--- src/rtl/vga_pkg.sv ---
`default_nettype none
// ============================================================================
// Module      : vga_pkg
// Description : Shared types and constants for the VGA frame path: fetch FSM
//               state type, 640x480 frame geometry and the memory arbiter
//               slot encoding.
// Revision    : 1.0 - initial release
// ============================================================================
package vga_pkg;

  // Frame geometry (8-bit pixels, one byte per pixel)
  localparam int H_ACTIVE    = 640;
  localparam int V_ACTIVE    = 480;
  localparam int FRAME_BYTES = H_ACTIVE * V_ACTIVE;  // 307200

  // Memory arbiter source slots; the frame fetcher owns slot 1
  localparam logic [1:0] ARB_SLOT_CPU   = 2'd0;
  localparam logic [1:0] ARB_SLOT_FETCH = 2'd1;
  localparam logic [1:0] ARB_SLOT_BLIT  = 2'd2;
  localparam logic [1:0] ARB_SLOT_SPARE = 2'd3;

  typedef enum logic [1:0] {
    ST_IDLE   = 2'd0,
    ST_PRIME  = 2'd1,
    ST_STREAM = 2'd2,
    ST_FLUSH  = 2'd3
  } fetch_state_t;

endpackage : vga_pkg
`default_nettype wire

--- src/rtl/sync_fifo.sv ---
`default_nettype none
// ============================================================================
// Module      : sync_fifo
// Description : Single-clock first-word-fall-through FIFO. Pointers carry one
//               extra wrap bit so full/empty come from an MSB compare.
// Ports       : clk, rst (async, active high), flush (sync clear),
//               push/wdata, pop/rdata (head byte, 0 when empty),
//               full, empty, level (0..FIFODEPTH)
// Revision    : 1.0 - initial release
// ============================================================================
module sync_fifo #(
  parameter int DWIDTH    = 8,
  parameter int FIFODEPTH = 16
) (
  input  logic                         clk,
  input  logic                         rst,
  input  logic                         flush,
  input  logic                         push,
  input  logic [DWIDTH-1:0]            wdata,
  input  logic                         pop,
  output logic [DWIDTH-1:0]            rdata,
  output logic                         full,
  output logic                         empty,
  output logic [$clog2(FIFODEPTH):0]   level
);

  localparam int PW = $clog2(FIFODEPTH);

  logic [PW:0]       wr_ptr;
  logic [PW:0]       rd_ptr;
  logic [DWIDTH-1:0] mem [FIFODEPTH];
  logic              do_push;
  logic              do_pop;

  assign empty = (wr_ptr == rd_ptr);
  assign full  = (wr_ptr[PW] != rd_ptr[PW]) && (wr_ptr[PW-1:0] == rd_ptr[PW-1:0]);
  assign level = wr_ptr - rd_ptr;
  assign rdata = empty ? '0 : mem[rd_ptr[PW-1:0]];

  // A push into a full FIFO is legal when the head leaves in the same cycle
  assign do_pop  = pop && !empty && !flush;
  assign do_push = push && (!full || do_pop) && !flush;

  always_ff @(posedge clk or posedge rst) begin
    if (rst) begin
      wr_ptr <= '0;
      rd_ptr <= '0;
    end else if (flush) begin
      wr_ptr <= '0;
      rd_ptr <= '0;
    end else begin
      if (do_push) wr_ptr <= wr_ptr + (PW+1)'(1);
      if (do_pop)  rd_ptr <= rd_ptr + (PW+1)'(1);
    end
  end

  // Storage needs no reset; the pointers decide what is visible
  always_ff @(posedge clk) begin
    if (do_push) mem[wr_ptr[PW-1:0]] <= wdata;
  end

endmodule : sync_fifo
`default_nettype wire

--- src/rtl/vram_fetch.sv ---
`default_nettype none
// ============================================================================
// Module      : vram_fetch
// Description : Frame prefetcher between the memory arbiter (read slot 1) and
//               the pixel stage. Reads arrive unsolicited; accepted bytes
//               advance ReqAddr, rejected ones leave it so the byte is re-read.
// Ports       : MemClk, Reset (async, active high), FrameStart,
//               ReqAddr / ReadData / ReadDataRdy  (arbiter side),
//               PixData / PixValid / PixReq       (pixel side),
//               Underflow (sticky), UnderflowCount (optional)
// Config      : `define VRAM_FETCH_UFCNT_EN adds the 16-bit saturating
//               UnderflowCount output.
// Revision    : 1.0 - initial release
// ============================================================================
module vram_fetch
  import vga_pkg::*;
#(
  parameter int AWIDTH    = 19,
  parameter int DWIDTH    = 8,
  parameter int FIFODEPTH = 16,
  parameter int FRAMESIZE = FRAME_BYTES,
  parameter int BASEADDR  = 0
) (
  input  logic              MemClk,
  input  logic              Reset,
  input  logic              FrameStart,
  output logic [AWIDTH-1:0] ReqAddr,
  input  logic [DWIDTH-1:0] ReadData,
  input  logic              ReadDataRdy,
  output logic [DWIDTH-1:0] PixData,
  output logic              PixValid,
  input  logic              PixReq,
  output logic              Underflow
`ifdef VRAM_FETCH_UFCNT_EN
  ,
  output logic [15:0]       UnderflowCount
`endif
);

  localparam int                CW         = $clog2(FRAMESIZE + 1);
  localparam int                LW         = $clog2(FIFODEPTH) + 1;
  localparam logic [AWIDTH-1:0] ADDR_FIRST = AWIDTH'(BASEADDR);
  localparam logic [AWIDTH-1:0] ADDR_LAST  = AWIDTH'(BASEADDR + FRAMESIZE - 1);
  localparam logic [CW-1:0]     FRAME_CNT  = CW'(FRAMESIZE);
  localparam logic [LW-1:0]     FULL_LEVEL = LW'(FIFODEPTH);

  fetch_state_t  state;
  logic [CW-1:0] fetched;
  logic          fifo_full;
  logic          fifo_empty;
  logic [LW-1:0] fifo_level;
  logic          write_window;
  logic          push;
  logic          pop;
  logic          uf_event;

  // Writes stop once the whole frame has been fetched, even for the one
  // cycle STREAM lingers before moving to FLUSH.
  assign write_window = ((state == ST_PRIME) || (state == ST_STREAM)) && (fetched != FRAME_CNT);
  assign PixValid     = ((state == ST_STREAM) || (state == ST_FLUSH)) && !fifo_empty;
  // FrameStart wins over both a pop and an arriving strobe
  assign pop          = PixReq && PixValid && !FrameStart;
  assign push         = ReadDataRdy && write_window && !FrameStart && (!fifo_full || pop);
  assign uf_event     = PixReq && !PixValid && (state == ST_STREAM) && !FrameStart;

  sync_fifo #(
    .DWIDTH    (DWIDTH),
    .FIFODEPTH (FIFODEPTH)
  ) u_fifo (
    .clk   (MemClk),
    .rst   (Reset),
    .flush (FrameStart),
    .push  (push),
    .wdata (ReadData),
    .pop   (pop),
    .rdata (PixData),
    .full  (fifo_full),
    .empty (fifo_empty),
    .level (fifo_level)
  );

  always_ff @(posedge MemClk or posedge Reset) begin
    if (Reset) begin
      state     <= ST_IDLE;
      ReqAddr   <= ADDR_FIRST;
      fetched   <= '0;
      Underflow <= 1'b0;
    end else if (FrameStart) begin
      state     <= ST_PRIME;
      ReqAddr   <= ADDR_FIRST;
      fetched   <= '0;
      Underflow <= 1'b0;
    end else begin
      if (push) begin
        ReqAddr <= (ReqAddr == ADDR_LAST) ? ADDR_FIRST : ReqAddr + AWIDTH'(1);
        fetched <= fetched + CW'(1);
      end
      if (uf_event) Underflow <= 1'b1;
      case (state)
        ST_PRIME:  if (fifo_level == FULL_LEVEL) state <= ST_STREAM;
        ST_STREAM: if (fetched == FRAME_CNT)     state <= ST_FLUSH;
        ST_FLUSH:  if (fifo_empty)               state <= ST_IDLE;
        default:   state <= state;
      endcase
    end
  end

`ifdef VRAM_FETCH_UFCNT_EN
  // Lifetime statistic: survives FrameStart, cleared only by Reset
  always_ff @(posedge MemClk or posedge Reset) begin
    if (Reset) begin
      UnderflowCount <= '0;
    end else if (uf_event && (UnderflowCount != 16'hFFFF)) begin
      UnderflowCount <= UnderflowCount + 16'd1;
    end
  end
`endif

endmodule : vram_fetch
`default_nettype wire

--- config.mk ---
export PLATFORM = sky130hd
export DESIGN_NAME = vram_fetch
export DESIGN_NICKNAME = d
export VERILOG_FILES = /design/src/rtl/vga_pkg.sv /design/src/rtl/sync_fifo.sv /design/src/rtl/vram_fetch.sv
export SDC_FILE = /design/constraint.sdc
export NUM_CORES = 1
export LEC_CHECK = 0
export CORE_ASPECT_RATIO = 0.5
export CORE_MARGIN = 8
export CORE_UTILIZATION = 56
export CTS_BUF_LIST = sky130_fd_sc_hd__clkbuf_8
export CTS_CLUSTER_DIAMETER = 100
export DETAILED_ROUTE_END_ITERATION = 10
export PLACE_DENSITY = 0.78
export SLEW_MARGIN = 30
export SYNTH_ARGS = -nofsm -noshare
export SYNTH_HDL_FRONTEND = slang
export SYNTH_SLANG_ARGS = --single-unit
--- constraint.sdc ---
create_clock -name MemClk -period 3 [get_ports MemClk]
set_input_delay 0.3 -clock MemClk [delete_from_list [all_inputs] [get_ports MemClk]]
set_output_delay 0.3 -clock MemClk [all_outputs]
set_load 0.01 [all_outputs]
==> flow_metrics.env, run 1 <==
export IMPL_cts_num_sinks=179
export IMPL_drc_errors=0
export IMPL_p_comb_share_pct=18.9
export IMPL_internal_power_uw=3790
export IMPL_worst_clock_skew_ns=0.0176
export IMPL_worst_pin_slew_ns=0.970
export IMPL_core_um2=13700
export IMPL_num_vias=4870
export IMPL_end_kind="flop"
export IMPL_leakagePower_uw=0.00313
export IMPL_slew_headroom_pct=35.0
export IMPL_yosysUniqueCellTypes=53
export IMPL_clk_latency_ns=0.45
export IMPL_syn2layout_area_growth_pct=15.8
export IMPL_grtUsageTotal_pct=18.8
export IMPL_p_sw_share_pct=28.5
export IMPL_syn_area_um2=7910
export IMPL_synth_flop_cell="edfxtp_1"
export IMPL_dpl_instance_area_um2=8600
export IMPL_period_needed_ns=2.92
export IMPL_drt_pass1_iter_count=5
export IMPL_drtAntennaViolNets=0
export IMPL_power_density_nw_per_um2=580
export IMPL_design_area_um2=9160
export IMPL_synth_top_family_by_area="multiplexers"
export IMPL_layout_setup_ws_ns=0.0781
export IMPL_critPathBufInv=2
export IMPL_die_area_um2=18400
export IMPL_p_switching_uw=1510
export IMPL_setup_viol=0
export IMPL_synthCells=536
export IMPL_pre_cts_ws_ns=0.303
export IMPL_antenna_found_initial=0
export IMPL_yosys_register_bits=179
export IMPL_timing_critical_path_mode_cell="buf_4"
export IMPL_grt_pass1_wl_um=26300
export IMPL_die_y_um=100
export IMPL_port_buffer_count=41
export IMPL_p_clk_share_pct=28.6
export IMPL_drt_total_wl_um=17000
export IMPL_yosys_area_share_simple_pct=11.5
export IMPL_hold_path_class="input port to asynchronous set/reset pin"
export IMPL_synthAdderAreaFrac_pct=2.37
export IMPL_arrival_ns=3.00
export IMPL_grt_start_max_net_pins=52
export IMPL_final_cells=807
export IMPL_yosysSeqAreaShare_pct=64.7
export IMPL_antenna_cells=0
export IMPL_synth_compound_area_share_pct=5.09
export IMPL_drv_cap=0
export IMPL_num_io_pins=42
export IMPL_avgSynthCellArea_um2=14.8
export IMPL_synthXorXnorAreaFrac_pct=2.66
export IMPL_grt_pass1_vias=4813
export IMPL_maxSlewViolCount=0
export IMPL_syn_num_nets=564
export IMPL_cts_root_buf="clkbuf_8"
export IMPL_initial_core_util_pct=57.9
export IMPL_cp_cell_sequence="buf_4 -> buf_4 -> ha_1 -> nand4_1 -> o31a_2 -> o21a_4 -> nand2_1 -> nor3_2"
export IMPL_finalCritPeriodShare_pct=97.4
export IMPL_clk_path_buf_depth=2
export IMPL_cts_clk_slew_worst_paths_ns=0.10
export IMPL_crit_required_ns=3.07
export IMPL_crit_slowest_cell="nor3_2"
export IMPL_power_frac_seq_pct=52.5
export IMPL_cp_top_family="simple AND/OR/NAND/NOR gates"
export IMPL_num_rows=30
export IMPL_synthMuxAreaShare_pct=11.5
export IMPL_outcome="complete, no violations"
export IMPL_max_freq_ghz=0.342
export IMPL_rsz0062_at_grt="yes"
export IMPL_grt_remaining_overflow=0
export IMPL_synth_edf_count=128
export IMPL_drt_iter0_drc=536
export IMPL_startpoint_type="flop"
export IMPL_fin_hold_ws_ns=0.274
export IMPL_drive_above_1_share_pct=20.2
export IMPL_viasPerCell=6.03
export IMPL_r2r_setup_slack_ns=0.08
export IMPL_cts_tree="built"
export IMPL_path_max_fanout=8
export IMPL_placed_cells=764
export IMPL_fin_nets=630
export IMPL_die_w_um=184
export IMPL_synthArstFlopShare_pct=28.5
export IMPL_slowest_delay_ns=0.77
export IMPL_ys_warn_count=0
export IMPL_crit_type="flop to flop"
export IMPL_htreeDepth=4
export IMPL_cts_buffers_inserted=17
export IMPL_irDropWorstVdd_v=0.000324
export IMPL_place_hpwl_um=10400
export IMPL_place_congestion=0.798
export IMPL_wire_per_inst_um=21.1
export IMPL_hold_viol=0
-- what timing repair did --
action / CTS / global route
pin swaps: 0 / 1
setup endpoints to repair: 8 / 4
resized for setup: 13 / 7
hold buffers: 0 / 0
gates cloned: 3 / 1
buffers inserted: 5 / 2
-- cell usage in the layout, fill, tap and decap left out, drive strengths merged, types with 13 or more instances in the layout --
master	synthesis	routed
nor2b	13	13
o21ai	22	22
clkbuf	11	20
mux4	40	40
a21oi	19	19
inv	16	25
xnor2	15	15
clkdlybuf4s50	0	32
ha	15	15
nand3	18	18
buf	10	26
dfrtp	51	51
nand2	32	32
nor2	53	53
edfxtp	128	128
-- per-stage QoR --
stage	power [uW]	util [%]	TNS [ns]
6_report	5310	67.0	0
5_1_grt	5510	67.0	-0.126
4_1_cts	5280	66.6	-0.00831
3_5_place_dp	3760	62.9	0
3_3_place_gp	3740	62.9	0
2_1_floorplan	3390	-	0
-- cell usage after synthesis (2+ instances only) --
master | instances | area share, %
or4_1 | 6 | 0.57
nor2_1 | 52 | 2.5
clkbuf_1 | 11 | 0.52
or3_1 | 9 | 0.71
a31oi_1 | 5 | 0.40
nand2_1 | 31 | 1.5
o21ai_0 | 21 | 1.3
o31ai_1 | 3 | 0.28
xor2_1 | 9 | 1.0
buf_2 | 4 | 0.25
nand3_1 | 18 | 1.1
o21a_1 | 2 | 0.19
mux4_2 | 40 | 11
nand4_1 | 6 | 0.47
nor3_1 | 11 | 0.70
a41o_1 | 2 | 0.25
buf_6 | 2 | 0.28
dfrtp_1 | 51 | 16
a21oi_1 | 19 | 1.2
nor3b_1 | 3 | 0.28
nand3b_1 | 3 | 0.28
buf_1 | 2 | 0.095
ha_1 | 15 | 2.4
inv_1 | 15 | 0.71
xnor2_1 | 15 | 1.7
o211ai_1 | 2 | 0.19
and4_1 | 3 | 0.33
nor2b_1 | 13 | 1.0
and3_1 | 5 | 0.40
edfxtp_1 | 128 | 49
nor4_1 | 4 | 0.32
buf_4 | 2 | 0.19
nand2b_1 | 4 | 0.32
-- power groups by stage --
stage | Clock [uW] | Combinational [uW] | Sequential [uW]
2_1_floorplan | 0 | 565 | 2830
6_report | 1520 | 1000 | 2790
3_5_place_dp | 0 | 926 | 2840
3_3_place_gp | 0 | 910 | 2830
5_1_grt | 1620 | 1100 | 2790
4_1_cts | 1530 | 972 | 2780
-- registers in the layout, indices dropped and copies added, names as in the netlist --
name	cells
u_fifo.mem	128
state	2
ReqAddr	19
Underflow	1
u_fifo.rd_ptr	5
u_fifo.wr_ptr	5
fetched	19
-- worst reg2reg max path: cells and delay by family, from the launching register on --
kind | cells | cell delay (ns)
fa+ha+maj | 1 | 0.31
buf+inv | 2 | 0.32
compound gates | 2 | 0.37
simple gates | 3 | 1.10
flops | 1 | 0.47
-- cells by family after synthesis --
| logic type | after synthesis |
|---|---|
| buffers and inverters | 37 |
| and+or+nand+nor | 177 |
| xor gates and xnor gates | 24 |
| DFF | 179 |
| adders and majority gates | 15 |
| AOI/OAI and AO/OA | 63 |
| muxes | 41 |
-- path summary, 6_finish.rpt --
kind,from,endpoint,cells past startpoint
setup / recovery,u_fifo.rd_ptr[0],u_fifo.mem[0][7],8
hold / removal,Reset,fetched[14],2
setup reg to reg,u_fifo.rd_ptr[0],u_fifo.mem[0][7],8
hold reg to reg,Underflow,Underflow,2
max in group asynchronous,Reset,fetched[4],3
min in group MemClk,FrameStart,u_fifo.wr_ptr[1],6
-- final cells by class --
| cell class | instances | area, um^2 |
|---|---|---|
| flip-flops and latches | 179 | 5120 |
| fillers | 974 | 4510 |
| clock inverters | 15 | 121 |
| multi-input cells | 320 | 2660 |
| inverters | 16 | 60.1 |
| clock buffers | 17 | 234 |
| repair buffers | 68 | 717 |
| well taps | 192 | 240 |
-- routing by layer --
| layer | GRT usage [%] | share of wire [%] | vias up |
|---|---|---|---|
| met5 | 0 | 0 | - |
| met4 | 5.18 | 1.1 | 0 |
| met3 | 3.86 | 5.5 | 18 |
| met2 | 30.2 | 49 | 178 |
| met1 | 25.8 | 44 | 2491 |
| li1 | - | - | 2183 |
Power figures use the tool's default switching activity.
==> run 2: changes to the inputs <==
--- a/config.mk
+++ b/config.mk
@@ -8,9 +8,9 @@
 export CORE_ASPECT_RATIO = 0.5
 export CORE_MARGIN = 8
-export CORE_UTILIZATION = 56
+export CORE_UTILIZATION = 45
 export CTS_BUF_LIST = sky130_fd_sc_hd__clkbuf_8
 export CTS_CLUSTER_DIAMETER = 100
 export DETAILED_ROUTE_END_ITERATION = 10
-export PLACE_DENSITY = 0.78
+export PLACE_DENSITY = 0.65
 export SLEW_MARGIN = 30
 export SYNTH_ARGS = -nofsm -noshare
==> constraint.sdc (replaced) <==
create_clock -name MemClk -period 3 [get_ports MemClk]
set_input_delay 0.6 -clock MemClk [delete_from_list [all_inputs] [get_ports MemClk]]
set_output_delay 0.6 -clock MemClk [all_outputs]
set_load 0.01 [all_outputs]
==> run 2 against run 1 <==
  * The flow now finishes with violations (setup timing)
  * Setup slack worse by 0.11 ns
  * First-iteration DRC count is 32% lower
  * Utilization is 13 points lower
  * Sequential share of layout area is 0.95 points lower
  * Clock power is 11% higher
  * Sequential cell count stayed put
  * Register-to-register slack better by 0.28 ns
  * Count of clock-buffer cells in the layout stayed put
  * Global-route usage is 2.5 points lower
  * Critical endpoint is now PixData[1]
  * Largest power group unchanged
==> flow_metrics.env, run 2 (synthesis results as in run 1) <==
export IMPL_p_comb_share_pct=18.4
export IMPL_leakagePower_uw=0.00322
export IMPL_place_congestion=0.807
export IMPL_final_util_pct=53.9
export IMPL_num_vias=4739
export IMPL_layout_setup_ws_ns=-0.0347
export IMPL_viasPerCell=5.52
export IMPL_worst_clock_skew_ns=0.0259
export IMPL_p_sw_share_pct=28.9
export IMPL_clk_latency_ns=0.47
export IMPL_worst_pin_slew_ns=0.681
export IMPL_largest_reg_flops=128
export IMPL_die_w_um=203
export IMPL_hold_start="Underflow"
export IMPL_fin_nets=639
export IMPL_syn2layout_area_growth_pct=17.8
export IMPL_num_rows=34
export IMPL_mostFrequentLayoutCells="edfxtp_1 (128), nor2_1 (51), dfrtp_1 (50)"
export IMPL_r2r_cells=9
export IMPL_wire_per_inst_um=20.2
export IMPL_maxSlewViolCount=0
export IMPL_layout_commonest_cell="edfxtp_1"
export IMPL_timing_rr_end="ReqAddr[13]"
export IMPL_hold_viol=0
export IMPL_place_hpwl_um=10600
export IMPL_setup_viol=5
export IMPL_grt_pass1_wl_um=27400
export IMPL_finalCritPeriodShare_pct=101
export IMPL_slew_headroom_pct=54.6
export IMPL_cp_top_family="multiplexers"
export IMPL_power_frac_seq_pct=50.8
export IMPL_die_y_um=110
export IMPL_outcome="finished with violations"
export IMPL_internal_power_uw=3910
export IMPL_drt_iter0_drc=364
export IMPL_cp_cell_sequence="buf_6 -> buf_12 -> mux4_2 -> mux4_2 -> nor2b_1 -> buf_2"
export IMPL_drive_above_1_share_pct=22.1
export IMPL_port_buffer_count=41
export IMPL_initial_core_util_pct=45.8
export IMPL_holdPathStages=2
export IMPL_antenna_found_initial=0
export IMPL_cts_root_buf="clkbuf_8"
export IMPL_grt_start_max_net_pins=52
export IMPL_grtUsageTotal_pct=16.3
export IMPL_timing_critical_path_mode_cell="mux4_2"
export IMPL_p_switching_uw=1590
export IMPL_end_kind="output pin"
export IMPL_placed_cells=821
export IMPL_violations="setup timing"
export IMPL_drtAntennaViolNets=0
export IMPL_crit_slowest_cell="mux4_2"
export IMPL_htreeDepth=4
export IMPL_crit_type="flop to output pin"
export IMPL_crit_required_ns=2.40
export IMPL_drt_total_wl_um=17400
export IMPL_cts_num_sinks=179
export IMPL_r2r_setup_slack_ns=0.36
export IMPL_cts_buffers_inserted=17
export IMPL_grt_pass1_vias=4868
export IMPL_path_max_fanout=8
export IMPL_clk_path_buf_depth=2
export IMPL_final_cells=858
export IMPL_slowest_delay_ns=0.49
export IMPL_drc_errors=0
export IMPL_regToRegStartpoint="u_fifo.rd_ptr[0]"
export IMPL_fin_tns_setup_ns=-0.128
export IMPL_p_clk_share_pct=30.8
export IMPL_design_area_um2=9310
export IMPL_cts_tree="built"
export IMPL_drt_pass1_iter_count=4
export IMPL_max_freq_ghz=0.330
export IMPL_grt_remaining_overflow=0
export IMPL_holdPathEnd="Underflow"
export IMPL_rsz0062_at_grt="yes"
export IMPL_irDropWorstVdd_v=0.000279
export IMPL_critPathBufInv=3
export IMPL_antenna_cells=0
export IMPL_arrival_ns=2.43
export IMPL_hold_path_class="flop to flop"
export IMPL_die_area_um2=22300
export IMPL_period_needed_ns=3.03
export IMPL_drv_cap=0
export IMPL_power_density_nw_per_um2=590
export IMPL_num_io_pins=42
export IMPL_startpoint_type="flop"
export IMPL_core_um2=17300
export IMPL_cts_clk_slew_worst_paths_ns=0.11
export IMPL_dpl_instance_area_um2=8790
## run 2: what timing repair did
item	CTS	global route
resized for setup	38	12
pin swaps	0	1
setup endpoints to repair	9	8
cloned	2	0
setup buffers	4	1
hold buffers	0	0
## run 2: power by group through the flow
stage / clock network, uW / registers [uW] / logic, uW
6_report: 1690 / 2790 / 1010
4_1_cts: 1740 / 2790 / 970
2_1_floorplan: 0 / 2830 / 565
3_5_place_dp: 0 / 2850 / 937
3_3_place_gp: 0 / 2840 / 922
5_1_grt: 1830 / 2810 / 1110
## run 2: stage by stage
stage	hold WS, ns	setup slack (ns)	power, uW
6_report	0.529	-0.0347	5500
5_1_grt	0.570	-0.145	5750
4_1_cts	0.528	-0.0932	5500
3_5_place_dp	0.498	0.165	3780
3_3_place_gp	0.492	0.172	3770
2_1_floorplan	0.510	0.0971	3390
## run 2: layout make-up
type / count / area [um^2]
Inverter: 16 / 60.1
Tap cell: 234 / 293
Timing Repair Buffer: 77 / 757
Fill cell: 1421 / 7960
Clock inverter: 15 / 178
Sequential cell: 179 / 5120
Multi-Input combinational cell: 320 / 2670
Clock buffer: 17 / 234
## run 2: worst max-delay path by stage
stage	startpoint	to	slack [ns]	cells after the start
floorplan	u_fifo.rd_ptr[1]	u_fifo.mem[3][0]	0.1	9
detailed placement	u_fifo.rd_ptr[0]	PixData[7]	0.17	5
global placement	u_fifo.rd_ptr[0]	PixData[3]	0.17	5
CTS	u_fifo.rd_ptr[0]	PixData[4]	-0.09	7
global route	u_fifo.rd_ptr[0]	PixData[1]	-0.14	6
finish	u_fifo.rd_ptr[0]	PixData[1]	-0.03	6
## run 2: worst register-to-register path, cell delays in order, from the launching register on
cell and delay (ns):
dfrtp_2 0.47, buf_8 0.16, buf_4 0.15, ha_1 0.31, nand4_1 0.16, o31a_2 0.19
o21a_4 0.27, nand2_1 0.19, or4_1 0.53, a21oi_1 0.16
## run 2: routing by layer
| layer | global-route usage [%] | vias to the layer above | part of all wire [%] |
|---|---|---|---|
| met5 | 0 | - | 0 |
| met3 | 3.88 | 13 | 4.5 |
| met1 | 22.6 | 2441 | 48 |
| li1 | - | 2193 | - |
| met4 | 4.12 | 0 | 0.94 |
| met2 | 25.7 | 92 | 46 |
==> run 3: changes to the inputs <==
Settings changed: CTS_CLUSTER_DIAMETER 100 to unset.
==> results of run 3 <==
Final layout, timing and power as in run 2 (identical DEF).
